$ cat src/rtl/rst_seq.sv
// rtl/rst_seq.sv - reset sequencer: ENIR tick train, staged reset release, soft reset
module rst_seq #(
  parameter int PRESCALE  = 4000,
  parameter int STAGES    = 3,
  parameter int STAGE_GAP = 8,
  parameter int SRST_HOLD = 16
) (
  input  logic              CLK,
  input  logic              RST_N,
  input  logic              IR_N,
  input  logic              SRST_REQ,
  output logic              ENIR,
  output logic [STAGES-1:0] RST_STG_N,
  output logic              BUSY,
  output logic              SRST_ACK
);

  localparam int PRE_W  = $clog2(PRESCALE);
  localparam int GAP_W  = $clog2(STAGE_GAP + 1);
  localparam int HOLD_W = $clog2(SRST_HOLD + 1);
  localparam int IDX_W  = (STAGES > 1) ? $clog2(STAGES) : 1;

  localparam logic [PRE_W-1:0]  PRE_TC  = PRE_W'(PRESCALE - 1);
  localparam logic [GAP_W-1:0]  GAP_TC  = GAP_W'(STAGE_GAP - 1);
  localparam logic [HOLD_W-1:0] HOLD_TC = HOLD_W'(SRST_HOLD - 1);
  localparam logic [IDX_W-1:0]  IDX_TC  = IDX_W'(STAGES - 1);
  localparam logic [STAGES-1:0] STG_ONE = STAGES'(1);

  typedef enum logic [1:0] {WAIT_IR, RELEASE, RUN, SOFT} state_t;

  state_t              state_q, state_d;
  logic [PRE_W-1:0]    pre_q, pre_d;
  logic [GAP_W-1:0]    gap_q, gap_d;
  logic [HOLD_W-1:0]   hold_q, hold_d;
  logic [IDX_W-1:0]    idx_q, idx_d;
  logic [STAGES-1:0]   stg_q, stg_d;
  logic                enir_q, enir_d;
  logic                ack_q, ack_d;
  logic                ir_meta_q, ir_s_q;
  logic                req_q;

  // IR_N crosses from the generator's domain; SRST_REQ gets one register stage.
  always_ff @(posedge CLK or negedge RST_N) begin
    if (!RST_N) begin
      ir_meta_q <= 1'b0;
      ir_s_q    <= 1'b0;
      req_q     <= 1'b0;
    end else begin
      ir_meta_q <= IR_N;
      ir_s_q    <= ir_meta_q;
      req_q     <= SRST_REQ;
    end
  end

  always_ff @(posedge CLK or negedge RST_N) begin
    if (!RST_N) begin
      state_q <= WAIT_IR;
      pre_q   <= '0;
      gap_q   <= '0;
      hold_q  <= '0;
      idx_q   <= '0;
      stg_q   <= '0;
      enir_q  <= 1'b0;
      ack_q   <= 1'b0;
    end else begin
      state_q <= state_d;
      pre_q   <= pre_d;
      gap_q   <= gap_d;
      hold_q  <= hold_d;
      idx_q   <= idx_d;
      stg_q   <= stg_d;
      enir_q  <= enir_d;
      ack_q   <= ack_d;
    end
  end

  always_comb begin
    state_d = state_q;
    pre_d   = pre_q;
    gap_d   = gap_q;
    hold_d  = hold_q;
    idx_d   = idx_q;
    stg_d   = stg_q;
    enir_d  = 1'b0;
    ack_d   = 1'b0;
    // Loss of the internal reset overrides everything, including a soft reset in flight.
    if (!ir_s_q && state_q != WAIT_IR) begin
      state_d = WAIT_IR;
      pre_d   = '0;
      gap_d   = '0;
      hold_d  = '0;
      idx_d   = '0;
      stg_d   = '0;
    end else begin
      case (state_q)
        WAIT_IR: begin
          stg_d = '0;
          if (ir_s_q) begin
            state_d = RELEASE;
            pre_d   = '0;
            gap_d   = '0;
            idx_d   = '0;
          end else if (pre_q == PRE_TC) begin
            pre_d  = '0;
            enir_d = 1'b1;
          end else begin
            pre_d = pre_q + 1'b1;
          end
        end
        RELEASE: begin
          if (gap_q == GAP_TC) begin
            gap_d = '0;
            stg_d = stg_q | (STG_ONE << idx_q);
            if (idx_q == IDX_TC) begin
              state_d = RUN;
              idx_d   = '0;
            end else begin
              idx_d = idx_q + 1'b1;
            end
          end else begin
            gap_d = gap_q + 1'b1;
          end
        end
        RUN: begin
          if (req_q) begin
            state_d = SOFT;
            stg_d   = '0;
            ack_d   = 1'b1;
            hold_d  = '0;
          end
        end
        SOFT: begin
          if (hold_q == HOLD_TC) begin
            state_d = RELEASE;
            hold_d  = '0;
            gap_d   = '0;
            idx_d   = '0;
          end else begin
            hold_d = hold_q + 1'b1;
          end
        end
        default: state_d = WAIT_IR;
      endcase
    end
  end

  assign ENIR      = enir_q;
  assign RST_STG_N = stg_q;
  assign SRST_ACK  = ack_q;
  // Every stage is released only in RUN, so BUSY follows the stage vector directly.
  assign BUSY      = ~&stg_q;

endmodule

$ cat config.mk
export PLATFORM = sky130hd
export DESIGN_NAME = rst_seq
export DESIGN_NICKNAME = d
export VERILOG_FILES = /design/src/rtl/rst_seq.sv
export SDC_FILE = /design/constraint.sdc
export NUM_CORES = 1
export LEC_CHECK = 0
export BUFFER_PORTS_ARGS = -buffer_cell sky130_fd_sc_hd__buf_2
export CAP_MARGIN = 15
export CORE_UTILIZATION = 50
export CTS_CLUSTER_DIAMETER = 80
export CTS_CLUSTER_SIZE = 25
export DETAILED_ROUTE_END_ITERATION = 7
export PLACE_DENSITY = 0.7
export SLEW_MARGIN = 10
export SYNTH_ARGS = -nofsm -noshare
export SYNTH_HDL_FRONTEND = slang
export SYNTH_SLANG_ARGS = --single-unit
$ cat constraint.sdc
create_clock -name CLK -period 1.8 [get_ports CLK]
set_input_delay 0.18 -clock CLK [delete_from_list [all_inputs] [get_ports CLK]]
set_output_delay 0.18 -clock CLK [all_outputs]
set_load 0.02 [all_outputs]
==> flow_summary.yaml, run 1 <==
drt:
  via_per_inst: 5.80
  firstDrtPassIters: 4
  initialDrtViolationCount: 77
  antenna_left: 0
  drc_errors: 0
  wire_per_inst_um: 14.6
  routed_wirelength_um: 3590
  num_vias: 1426
yosys:
  synth_commonest_cells: "dfrtp_1, a21oi_1, nand2_1, o21ai_0, inv_1"
  synth_edf_count: 0
  synthMostInstantiatedCell: "dfrtp_1"
  syn_area_mm2: 0.00179
  syn_area_per_cell_um2: 10.2
  yosys_warnings: 0
  synth-seq-area-share: 0.461
  synth.area.top_cells: "dfrtp_1, ha_1, a21oi_1"
  synth_top_area_cell: "dfrtp_1"
  synth.net_count: 186
  synth_top_area_frac: 0.461
  synthArstFlopShare: 1.00
  synthFlopType: "dfrtp_1"
  netlist_instances: 175
  synth_cell_types: 53
  ys_seq_elements: 33
critical_path:
  crit_path_start_kind: "register"
  worstSetupEndpointType: "register"
  critPathArrivalTime_ns: 2.00
  crit_buf_inv: 1
  worstPathRequired_ns: 2.06
  slowest_delay_ns: 0.47
  reg2reg_from: "state_q[0]"
  crit_type: "register to register"
  path_delay_family: "simple AND/OR/NAND/NOR gates"
  crit_slowest_cell: "or4_1"
  crit_start: "state_q[0]"
  path_cells: "inv_2 -> ha_4 -> o21ai_2 -> a31o_2 -> or4_1 -> o21ai_1"
  worstPathMaxFanout: 10
power:
  peakVddDrop_uv: 921
  p_per_area_mw_per_mm2: 1280
  leakage_nw: 0.914
finish:
  design_area_mm2: 0.00209
  insertedDiodeCount: 0
  finalCoreUtilization: 0.617
  fill_cells: 268
  final_cells: 246
  syn_to_final_growth_pct: 16.8
  nets: 211
  layout-drive-gt1-share: 0.255
cts:
  cts_root_buf: "clkbuf_4"
  cts_buffer_depth: 2
  cts_buffers: 5
  clk_latency_ns: 0.33
  cts_max_level: 2
  clkTransAtPathRegs_ns: 0.09
  cts_sinks: 33
  tritoncts: "built"
placement:
  io_buffers: 9
  pre_cts_slack_ns: -0.0308
  placedCellCount: 228
  place.gp.congestion: 0.807
  dpl_cell_area_mm2: 0.00188
  dpl.hpwl_um: 2430
floorplan:
  dieArea_mm2: 0.00383
  die_w_um: 61.9
  die_h_um: 61.9
  rows: 21
  start_util: 0.529
  core_mm2: 0.00339
  io_pins: 10
global_route:
  grt-ovfl-total: 0
  grt_usage: 0.213
  grt_pass1_vias: 1364
  grt_pass1_wl_um: 5900
  antenna_found_initial: 0
  grt_max_degree: 34
run:
  maxCapViolations: 0
status:
  run_status: "complete, no violations"
sta:
  fin_hold_ws_ns: 0.358
  skew_ns: 0.00129
  min_period_ns: 1.73
  hold_viol: 0
  fmax_mhz: 576
  min_period_over_period: 0.964
  fin_ws_ns: 0.0654
  max_slew_margin: 0.518
  drv_slew: 0
  rsz0062_at_grt: "false"
  tightest_slew_ns: 0.723
  setup_viol: 0
worst_hold_path:
  hold_start: "ir_meta_q"
  hold_path.class: "register to register"
-- cell type report --
cell class	count	area [um^2]	share of cell area
multi-input cells	128	945	0.452
well taps	46	57.6	0.0275
clock buffers	7	55.1	0.0263
inverters	8	30.0	0.0144
flip-flops and latches	33	827	0.395
repair buffers	24	178	0.0849
-- placed cells by master, fill, tap and decap left out, types with 2 or more instances in the layout --
cell / n
ha_1: 2
and3_1: 2
ha_4: 2
clkbuf_4: 5
nand2_1: 12
o21ai_0: 11
dfrtp_1: 32
buf_4: 11
or3b_1: 2
o21ai_1: 2
xnor2_1: 2
nor2_1: 7
a22o_1: 3
nand3_1: 7
nor3_1: 2
inv_1: 6
dlygate4sd3_1: 3
ha_2: 3
a21oi_1: 15
and4_1: 2
o31ai_1: 2
a21o_1: 2
mux2i_1: 4
buf_2: 9
nor2b_1: 3
and2_1: 2
nand4_1: 7
inv_2: 2
a31oi_1: 5
-- final timing paths --
path,end,slack (ns),cells past startpoint
max,gap_q[3],0.07,6
min,ir_s_q,0.36,0
max reg2reg,gap_q[3],0.07,6
min reg2reg,ir_s_q,0.36,0
max in group asynchronous,state_q[0],0.87,2
min in group asynchronous,pre_q[1],0.43,2
-- metrics by stage --
stage          setup TNS [ns]  total power, mW
2_1_floorplan               0             1.79
3_3_place_gp                0             1.99
3_5_place_dp          -0.0308             2.06
4_1_cts                     0             2.54
5_1_grt                     0             2.87
6_report                    0             2.67
-- registers in the layout (all words and copies together), names as in the netlist, 2 cells and up --
register   cells
gap_q          4
idx_q          2
state_q        2
pre_q         12
RST_STG_N      3
hold_q         5
-- cells by family after synthesis --
group,Yosys count,synth area share
AO/OA/AOI/OAI,52,0.203
XOR/XNOR,2,0.00978
adder cells (fa/ha/maj),7,0.0489
buffers and inverters,15,0.0447
flip-flops,33,0.461
multiplexers,5,0.0286
AND/OR/NAND/NOR,61,0.205
-- report_power, final --
part	total (mW)	switching (mW)	internal, mW
registers	0.981	0.121	0.860
logic	1.27	0.679	0.594
clock network	0.418	0.234	0.184
total	2.67	1.03	1.64
-- what timing repair did --
action	CTS	global route
pin swaps	0	3
gates cloned	0	1
endpoints found under the hold margin	35	0
resized for setup	2	11
endpoints found under the setup margin	1	10
buffers inserted	1	6
hold buffers	3	0
-- per-layer routing --
layer,global-route usage,routed length [um],vias to the layer above
met5,0,0,-
met4,0.0762,53,0
met3,0.0621,141,5
met2,0.355,1790,34
met1,0.265,1610,682
li1,-,-,705
Note: power is estimated with default switching activity, not from simulation.
==> inputs of run 2 (changes only) <==
- MAX_ROUTING_LAYER: unset -> met4
==> run 2 against run 1 <==
Cell count unchanged. Power decreased by 0.12%. First-iteration DRC count increased by 19%. Core utilization unchanged.
==> flow_summary.yaml, run 2 (synthesis gave the netlist of run 1 again) <==
status:
  run_status: "complete, no violations"
cts:
  cts_sinks: 33
  tritoncts: "built"
  cts_root_buf: "clkbuf_4"
  cts_max_level: 2
  cts_buffer_depth: 2
  cts_buffers: 5
  clkTransAtPathRegs_ns: 0.09
  clk_latency_ns: 0.32
finish:
  top_regs: "pre_q (12), hold_q (5), gap_q (4)"
  regMostFlops: "pre_q"
  final_common_cell: "dfrtp_1"
  design_area_mm2: 0.00209
  mostFrequentLayoutCells: "dfrtp_1, a21oi_1, nand2_1"
  insertedDiodeCount: 0
  layout-drive-gt1-share: 0.255
  syn_to_final_growth_pct: 16.8
  final_cells: 246
  fill_cells: 268
  largest_register_ffs: 12
  nets: 211
power:
  peakVddDrop_uv: 921
  swShare: 0.386
  clockPowerShare: 0.155
  p_per_area_mw_per_mm2: 1280
  power_mw: 2.67
  combPwrFrac: 0.477
  power_frac_seq: 0.368
  p_sw_mw: 1.03
  internal-power_mw: 1.64
  leakage_nw: 0.914
critical_path:
  worstPathMaxFanout: 10
  worstPathRequired_ns: 2.06
  crit_type: "register to register"
  crit_path_start_kind: "register"
  path_delay_family: "simple AND/OR/NAND/NOR gates"
  critPathArrivalTime_ns: 1.99
  crit_buf_inv: 1
  slowest_delay_ns: 0.47
  worstSetupEndpointType: "register"
  path_cells: "inv_2 -> ha_4 -> o21ai_2 -> a31o_2 -> or4_1 -> o21ai_1"
  crit_slowest_cell: "or4_1"
global_route:
  grt-ovfl-total: 0
  grt_pass1_vias: 1363
  grt_max_degree: 34
  antenna_found_initial: 0
  grt_usage: 0.220
  grt_pass1_wl_um: 5900
placement:
  dpl.hpwl_um: 2430
  dpl_cell_area_mm2: 0.00188
  place.gp.congestion: 0.819
  io_buffers: 9
  placedCellCount: 228
drt:
  initialDrtViolationCount: 92
  via_per_inst: 5.85
  drc_errors: 0
  num_vias: 1438
  antenna_left: 0
  wire_per_inst_um: 14.6
  routed_wirelength_um: 3600
  firstDrtPassIters: 4
sta:
  tightest_slew_ns: 0.726
  rsz0062_at_grt: "false"
  skew_ns: 0.00189
  min_period_ns: 1.73
  min_period_over_period: 0.963
  setup_viol: 0
  max_slew_margin: 0.516
  fmax_mhz: 577
  drv_slew: 0
  hold_viol: 0
run:
  maxCapViolations: 0
worst_hold_path:
  hold_path.class: "register to register"
floorplan:
  rows: 21
  start_util: 0.529
  io_pins: 10
  core_mm2: 0.00339
  dieArea_mm2: 0.00383
  die_h_um: 61.9
  die_w_um: 61.9
run 2: layout make-up:
| class | count | area, um^2 | area share |
|---|---|---|---|
| multi-input cells | 128 | 945 | 0.452 |
| flip-flops and latches | 33 | 827 | 0.395 |
| repair buffers | 24 | 178 | 0.0849 |
| well taps | 46 | 57.6 | 0.0275 |
| clock buffers | 7 | 55.1 | 0.0263 |
| inverters | 8 | 30.0 | 0.0144 |
run 2: worst paths after layout:
| path | start | endpoint | slack (ns) | depth (start not counted) |
|---|---|---|---|---|
| max in group asynchronous | RST_N | state_q[0] | 0.86 | 2 |
| worst max register to register | state_q[0] | gap_q[3] | 0.07 | 6 |
| worst min register to register | ir_meta_q | ir_s_q | 0.36 | 0 |
| worst max-delay path | state_q[0] | gap_q[3] | 0.07 | 6 |
| min in group asynchronous | RST_N | pre_q[1] | 0.44 | 2 |
| worst min-delay path | ir_meta_q | ir_s_q | 0.36 | 0 |
run 2: worst reg2reg max path: stages (launching register included):
cell	delay, ns
dfrtp_2	0.46
inv_2	0.11
ha_4	0.19
o21ai_2	0.09
a31o_2	0.25
or4_1	0.47
o21ai_1	0.09
run 2: power by group through the flow:
| stage | Sequential (mW) | Clock [mW] | Combinational (mW) |
|---|---|---|---|
| 5_1_grt | 0.996 | 0.467 | 1.41 |
| 4_1_cts | 0.967 | 0.434 | 1.14 |
| 2_1_floorplan | 0.993 | 0 | 0.793 |
| 3_3_place_gp | 0.968 | 0 | 1.03 |
| 3_5_place_dp | 0.981 | 0 | 1.08 |
| 6_report | 0.981 | 0.414 | 1.27 |
run 2: timing repair:
action                     in CTS  in global routing
gates resized for setup         2                 11
gates cloned                    0                  1
hold buffers                    3                  0
setup buffers                   1                  6
hold endpoints to repair       35                  0
pin swaps                       0                  3
setup endpoints to repair       1                 10
run 2: metrics by stage:
| stage | util | hold WS (ns) | TNS (ns) | setup WS (ns) |
|---|---|---|---|---|
| global route | 0.617 | 0.364 | 0 | 0.00388 |
| detailed placement | 0.556 | 0.286 | -0.0308 | -0.0308 |
| floorplan | - | -0.116 | 0 | 0.00401 |
| finish | 0.617 | 0.357 | 0 | 0.0666 |
| CTS | 0.587 | 0.362 | 0 | 0.000520 |
| global placement | 0.556 | 0.270 | 0 | 0.0682 |
run 2: per-layer routing:
metal,GRT usage,part of all wire,vias to the layer above
li1,-,-,705
met1,0.265,0.44,685
met2,0.355,0.50,41
met3,0.0621,0.043,7
met4,0.0762,0.018,0
met5,-,0,-
==> inputs of run 3 (changes only) <==
- ABC_AREA: unset -> 1
==> run 3 against run 2 <==
Worst hold slack got worse by 0.0041 ns. Core utilization decreased by 1.2 points. Non-clock buffer count decreased by 6. Sequential power decreased by 3.7%. Final area decreased by 2.0%. Setup slack improved by 0.11 ns. Largest power group unchanged. Clock skew increased by 0.012 ns. Critical path type unchanged.
==> flow_summary.yaml, run 3 <==
yosys:
  synthArstFlopShare: 1.00
  synth-seq-area-share: 0.456
  synth_top_area_frac: 0.456
  synth.area.top_cells: "dfrtp_1, nand2_1, nor2_1"
  netlist_instances: 236
  ys_seq_elements: 33
  yosys_warnings: 0
  synth_edf_count: 0
  syn_area_mm2: 0.00181
  synth_cell_types: 26
  synth_top_area_cell: "dfrtp_1"
  syn_area_per_cell_um2: 7.67
  synthFlopType: "dfrtp_1"
  synth.net_count: 247
  synthMostInstantiatedCell: "nand2_1"
  synth_commonest_cells: "nand2_1, dfrtp_1, nor2_1"
finish:
  regMostFlops: "pre_q"
  largest_register_ffs: 12
  final_common_cell: "nand2_1"
  insertedDiodeCount: 0
  final_cells: 307
  top_regs: "pre_q (12), hold_q (5), gap_q (4)"
  finalCoreUtilization: 0.605
  syn_to_final_growth_pct: 13.3
  mostFrequentLayoutCells: "nand2_1, dfrtp_1, nor2_1"
  layout-drive-gt1-share: 0.142
  nets: 272
floorplan:
  die_w_um: 62.2
  rows: 21
  die_h_um: 62.2
  core_mm2: 0.00339
  dieArea_mm2: 0.00386
  io_pins: 10
  start_util: 0.534
power:
  swShare: 0.411
  p_sw_uw: 974
  power_frac_seq: 0.398
  leakage_nw: 1.01
  peakVddDrop_uv: 527
  combPwrFrac: 0.428
  internal-power_mw: 1.40
  clockPowerShare: 0.174
  p_per_area_mw_per_mm2: 1160
  power_mw: 2.37
drt:
  firstDrtPassIters: 4
  via_per_inst: 4.94
  initialDrtViolationCount: 82
  antenna_left: 0
  wire_per_inst_um: 11.2
  num_vias: 1516
  routed_wirelength_um: 3430
  drc_errors: 0
sta:
  skew_ns: 0.0137
  min_period_ns: 1.62
  rsz0062_at_grt: "false"
  hold_viol: 0
  finalSetupTns_ns: 0
  setup_viol: 0
  drv_slew: 0
  fmax_mhz: 616
  tightest_slew_ns: 0.715
  fin_hold_ws_ns: 0.353
  min_period_over_period: 0.902
  max_slew_margin: 0.523
critical_path:
  crit_type: "register to register"
  path_delay_family: "simple AND/OR/NAND/NOR gates"
  crit_buf_inv: 1
  path_cells: "inv_1 -> ha_2 -> nor2_4 -> nor2_1 -> o21ai_2 -> nand2_1 -> o21ai_0 -> nand2_1"
  crit_path_start_kind: "register"
  worstSetupEndpointType: "register"
  crit_slowest_cell: "dfrtp_2"
  slowest_delay_ns: 0.41
  worstPathMaxFanout: 7
  reg2reg_slack_ns: 0.18
  crit_top_cell: "nand2_1"
  worstPathRequired_ns: 2.02
  critPathArrivalTime_ns: 1.84
cts:
  cts_root_buf: "clkbuf_4"
  cts_max_level: 2
  clkTransAtPathRegs_ns: 0.09
  cts_sinks: 33
  cts_buffer_depth: 2
  cts_buffers: 5
  clk_latency_ns: 0.34
  tritoncts: "built"
placement:
  io_buffers: 9
  dpl.hpwl_um: 2540
  place.gp.congestion: 0.902
  placedCellCount: 294
worst_hold_path:
  hold_path.class: "register to register"
global_route:
  grt_max_degree: 34
  grt_pass1_vias: 1459
  grt-ovfl-total: 0
  grt_usage: 0.220
  antenna_found_initial: 0
  grt_pass1_wl_um: 6450
status:
  run_status: "complete, no violations"
run:
  maxCapViolations: 0
==> run 3: cell types whose count changed after synthesis, sizes merged, moves of 9 or more <==
cell   before  now
inv         8   28
nand3       7   16
a21oi      15    3
nor2        7   30
nand2      12   76
==> run 3: per-layer routing <==
metal | wire length [um] | track usage | vias up
li1 | - | - | 815
met1 | 1840 | 0.304 | 676
met2 | 1430 | 0.308 | 18
met3 | 95 | 0.0551 | 7
met4 | 63 | 0.0872 | 0
met5 | 0 | - | -
==> run 3: final timing paths <==
path	startpoint	to	depth (start not counted)
worst max-delay path	state_q[1]	state_q[0]	8
worst min-delay path	ir_meta_q	ir_s_q	0
worst max register to register	state_q[1]	state_q[0]	8
worst min register to register	ir_meta_q	ir_s_q	0
max in group asynchronous	RST_N	state_q[1]	2
min in group asynchronous	RST_N	pre_q[7]	2
==> run 3: logic make-up after synthesis <==
group,synth area share
flip-flops,0.456
buffers and inverters,0.0581
XOR/XNOR,0.00968
AO/OA/AOI/OAI,0.113
AND/OR/NAND/NOR,0.315
adder cells (fa/ha/maj),0.0484
==> run 3: timing repair <==
action / CTS / global route
hold endpoints to repair: 35 / 0
resized for setup: 0 / 3
endpoints found under the setup margin: 0 / 15
hold buffers: 3 / 0
setup buffers: 0 / 3
==> run 3: stage by stage <==
| stage | cell area [um^2] | setup WS, ns |
|---|---|---|
| after global routing | 2050 | 0.0195 |
| after CTS | 2020 | 0.0344 |
| after detailed placement | 1930 | 0.0509 |
| after global placement | 1930 | 0.104 |
| final | 2050 | 0.177 |
| after floorplan | 1810 | 0.274 |
==> run 3: power by group through the flow <==
stage               clock, mW  combinational, mW  sequential [mW]
finish                  0.412               1.01            0.945
global route            0.473               1.18            0.968
CTS                     0.435              0.954            0.947
detailed placement          0              0.945            0.962
global placement            0              0.931            0.958
floorplan                   0              0.683            0.967
==> run 3: area by class of cell <==
cell class	instances	area, um^2
Sequential cell	33	827
Clock buffer	7	55.1
Multi-Input combinational cell	175	886
Inverter	28	105
Timing Repair Buffer	18	120
Tap cell	46	57.6
Fill cell	315	1340
